==> config.mk <==
export PLATFORM = sky130hd
export DESIGN_NAME = rs_slot_allocator
export DESIGN_NICKNAME = d
export VERILOG_FILES = /design/src/rtl/rs_slot_allocator.sv
export SDC_FILE = /design/constraint.sdc
export NUM_CORES = 1
export LEC_CHECK = 0
export BUFFER_PORTS_ARGS = -buffer_cell sky130_fd_sc_hd__buf_2
export CAP_MARGIN = 20
export CORE_ASPECT_RATIO = 1.4
export CORE_MARGIN = 10
export CORE_UTILIZATION = 54
export CTS_CLUSTER_DIAMETER = 150
export CTS_CLUSTER_SIZE = 28
export DETAILED_ROUTE_END_ITERATION = 7
export PLACE_DENSITY = 0.82
export SKIP_CTS_REPAIR_TIMING = 1
export SLEW_MARGIN = 20
export SYNTH_ARGS = -nofsm -noshare
export SYNTH_HDL_FRONTEND = slang
export SYNTH_SLANG_ARGS = --single-unit
==> constraint.sdc <==
create_clock -name clk -period 7.81 [get_ports clk]
set_input_delay 1.562 -clock clk [delete_from_list [all_inputs] [get_ports clk]]
set_output_delay 1.562 -clock clk [all_outputs]
set_load 0.05 [all_outputs]
==> src/rtl/rs_slot_allocator.sv <==
// Reservation-station occupancy tracker: grants the highest-index free slot each cycle, frees issued entries, clears on flush.
// Grant is combinational from registered occupancy; state and status outputs update one cycle after fire/free/flush.
module rs_slot_allocator #(
  parameter int DEPTH = 8,
  localparam int IW = $clog2(DEPTH),
  localparam int CW = $clog2(DEPTH + 1)
) (
  input  logic             clk,
  input  logic             reset,
  input  logic             alloc_req,
  output logic             alloc_ready,
  output logic [IW-1:0]    alloc_idx,
  input  logic [DEPTH-1:0] free_mask,
  input  logic             flush,
  output logic [DEPTH-1:0] occupied,
  output logic [CW-1:0]    free_count,
  output logic             full,
  output logic             empty,
  output logic             err_double_free
);

  logic [DEPTH-1:0] occ_q, occ_d;
  logic [CW-1:0]    free_cnt_q, free_cnt_d;
  logic             full_q, full_d;
  logic             empty_q, empty_d;
  logic             err_q, err_d;
  logic [DEPTH-1:0] grant_onehot;
  logic [CW-1:0]    pop;
  logic             fire;

  // Ascending scan so the last free entry seen (the highest) wins; 0 when full.
  always_comb begin
    alloc_idx = '0;
    for (int i = 0; i < DEPTH; i++) begin
      if (!occ_q[i]) alloc_idx = i[IW-1:0];
    end
  end

  assign alloc_ready = !full_q && !flush;
  assign fire        = alloc_req && alloc_ready;

  always_comb begin
    grant_onehot            = '0;
    grant_onehot[alloc_idx] = fire;
  end

  // Freeing an unoccupied entry is flagged but otherwise harmless; flush suppresses the flag.
  always_comb begin
    if (flush) begin
      occ_d = '0;
      err_d = 1'b0;
    end else begin
      occ_d = (occ_q & ~free_mask) | grant_onehot;
      err_d = |(free_mask & ~occ_q);
    end
  end

  always_comb begin
    pop = '0;
    for (int i = 0; i < DEPTH; i++) begin
      pop = pop + CW'(occ_d[i]);
    end
    free_cnt_d = CW'(DEPTH) - pop;
    full_d     = &occ_d;
    empty_d    = ~|occ_d;
  end

  always_ff @(posedge clk or posedge reset) begin
    if (reset) begin
      occ_q      <= '0;
      free_cnt_q <= CW'(DEPTH);
      full_q     <= 1'b0;
      empty_q    <= 1'b1;
      err_q      <= 1'b0;
    end else begin
      occ_q      <= occ_d;
      free_cnt_q <= free_cnt_d;
      full_q     <= full_d;
      empty_q    <= empty_d;
      err_q      <= err_d;
    end
  end

  assign occupied        = occ_q;
  assign free_count      = free_cnt_q;
  assign full            = full_q;
  assign empty           = empty_q;
  assign err_double_free = err_q;

endmodule

==> impl_metrics.py <==
metrics = {
    "timing": {
        "skew_ns": 0.00338,
        "slew_headroom": 0.624,
        "setup_tns_ns": 0,
        "hold_viol_final": 0,
        "worst_pin_slew_ns": 0.563,
        "period_share": 0.541,
        "finalSetupViolations": 0,
        "fmax_ghz": 0.237,
        "slew_viol_final": 0,
        "rsz0062_at_grt": "no",
        "period_needed_ns": 4.23,
    },
    "final_layout": {
        "antenna_cells": 0,
        "syn_to_final_growth_pct": 17.4,
        "fin_cells": 148,
        "drive_gt1_frac": 0.344,
        "nNetsFinal": 151,
    },
    "pwr": {
        "vdd_ir_drop_max_mv": 0.105,
        "power.total_mw": 0.166,
        "p_leak_nw": 0.639,
        "powerDensity_nw_per_um2": 140,
    },
    "clock_network": {
        "cts_buffers": 3,
        "htree_levels": 1,
        "clkLatencyLatePin_ns": 0.29,
        "clock-root-buffer": "clkbuf_4",
        "cts_sinks": 15,
        "cts_tree": "built",
        "ctsLongestPathBuffers": 2,
        "path_clk_slew_ns": 0.08,
    },
    "synth": {
        "synth_area_um2": 1010,
        "synth_edf_count": 0,
        "synth-seq-cells": 15,
        "ys_seq_area_frac": 0.373,
        "async_flop_share": 1.00,
        "synthCells": 96,
        "synth_nets": 118,
        "avgSynthCellArea_um2": 10.6,
        "synthFlopType": "dfrtp_1",
        "yosysWarningCount": 0,
        "ys_types": 41,
    },
    "route": {
        "first_pass_iters": 4,
        "drt-initial-drc-count": 20,
        "avgViaCountPerCell": 5.54,
        "postRouteAntennaNets": 0,
        "wl_um": 2320,
        "num_vias": 820,
        "wl_per_cell_um": 15.7,
        "drc_errors": 0,
    },
    "critical_path": {
        "path_max_fanout": 7,
        "critPathKind": "in2reg",
        "startpoint_type": "input pin",
        "required_ns": 7.99,
        "end_kind": "flip-flop",
        "r2r_setup_slack_ns": 4.30,
        "worstPathArrival_ns": 4.41,
    },
    "floorplan": {
        "start_util": 0.570,
        "dieHeight_um": 71.3,
        "io_pins": 31,
        "num_rows": 18,
        "die_w_um": 56.6,
        "core-area_um2": 1780,
        "die_area_um2": 4030,
    },
    "placement": {
        "place_inst": 144,
        "io_buffers": 30,
        "gp_congestion": 0.839,
        "dp_hpwl_um": 1920,
    },
    "outcome": {
        "outcome": "completed",
    },
    "run": {
        "drv_cap": 0,
    },
    "grt": {
        "grtUsageTotal": 0.121,
        "grt_max_degree": 16,
        "grt_pass1_wl_um": 4000,
        "antenna_found_initial": 0,
        "overflow": 0,
        "grt_pass1_vias": 902,
    },
    "worst_hold_path": {
        "holdCritPathClass": "reg2reg",
    },
}
[flip-flops by register name (all words and copies together) (netlist names)]
register and flops:
empty 1, full 1, occupied 8, free_count 4, err_double_free 1
[kinds of logic after synthesis]
family | Yosys count | share of synthesized area
flip-flops | 15 | 0.373
adder cells (fa/ha/maj) | 10 | 0.146
AND/OR/NAND/NOR | 32 | 0.238
buffers and inverters | 17 | 0.0802
multiplexers | 2 | 0.0210
AO/OA/AOI/OAI | 20 | 0.142
[placed cells by master (no fill, tap or decap), drive strengths merged, types with 3 or more instances in the layout]
master and instances:
a21oi 4, buf 30, clkbuf 4, dfrtp 13, fa 3, ha 7
inv 15, nand2b 3, nand3 3, nand4 3, nor2 10, o21ai 4
[critical path: stages]
cell and delay (ns):
buf_2 0.13, nand4b_4 0.15, nor2_8 0.16, nand3_2 0.11, a21oi_4 0.18, mux2_1 0.34, ha_1 0.19, or3_1 0.37
fa_1 0.51, fa_1 0.43, ha_1 0.27
[per-stage QoR]
stage / area (um2) / util / setup slack (ns) / hold slack [ns]
2_1_floorplan: 1010 / - / 3.49 / 0.892
3_3_place_gp: 1160 / 0.654 / 3.33 / 0.670
3_5_place_dp: 1160 / 0.654 / 3.25 / 0.677
4_1_cts: 1190 / 0.669 / 3.56 / 0.695
5_1_grt: 1190 / 0.669 / 3.43 / 0.739
6_report: 1190 / 0.669 / 3.58 / 0.700
[Yosys cell counts (2+ instances only)]
cell      instances  area (um2)
dfrtp_1          13         325
o21ai_0           3        15.0
nor2_1            9        33.8
a221oi_1          2        17.5
nand2b_1          3        18.8
inv_1            15        56.3
dfstp_2           2        52.6
a31oi_1           2        12.5
fa_1              3        60.1
nand3_1           2        10.0
a21oi_1           3        15.0
ha_1              7        87.6
o22ai_1           2        12.5
nand4_1           3        18.8
[worst paths after layout]
path                        startpoint       endpoint  cells past startpoint
min in group asynchronous        reset  free_count[2]                      2
setup / recovery             alloc_req  free_count[2]                     11
hold reg to reg            occupied[3]    occupied[2]                      2
hold / removal             occupied[3]    occupied[2]                      2
max in group asynchronous        reset          empty                      2
setup reg to reg           occupied[7]  free_count[2]                     10
[final cells by class]
cell class                      count  area [um2]
Fill cell                         151         589
Multi-Input combinational cell     64         554
Sequential cell                    15         378
Timing Repair Buffer               30         150
Inverter                           15        56.3
Clock buffer                        4        26.3
Tap cell                           20        25.0
[metal layers]
layer / vias to the layer above / global-route usage / wire length, um
li1: 402 / - / -
met1: 385 / 0.120 / 858
met2: 26 / 0.210 / 1200
met3: 7 / 0.0441 / 193
met4: 0 / 0.0724 / 70
met5: - / 0 / 0
[power breakdown]
part	internal, mW	total (mW)	switching, mW
Combinational	0.00986	0.0368	0.0269
Sequential	0.0821	0.0847	0.00266
Clock	0.0199	0.0447	0.0248
Total	0.112	0.166	0.0544
No activity file was read; power rests on OpenSTA's default activity.
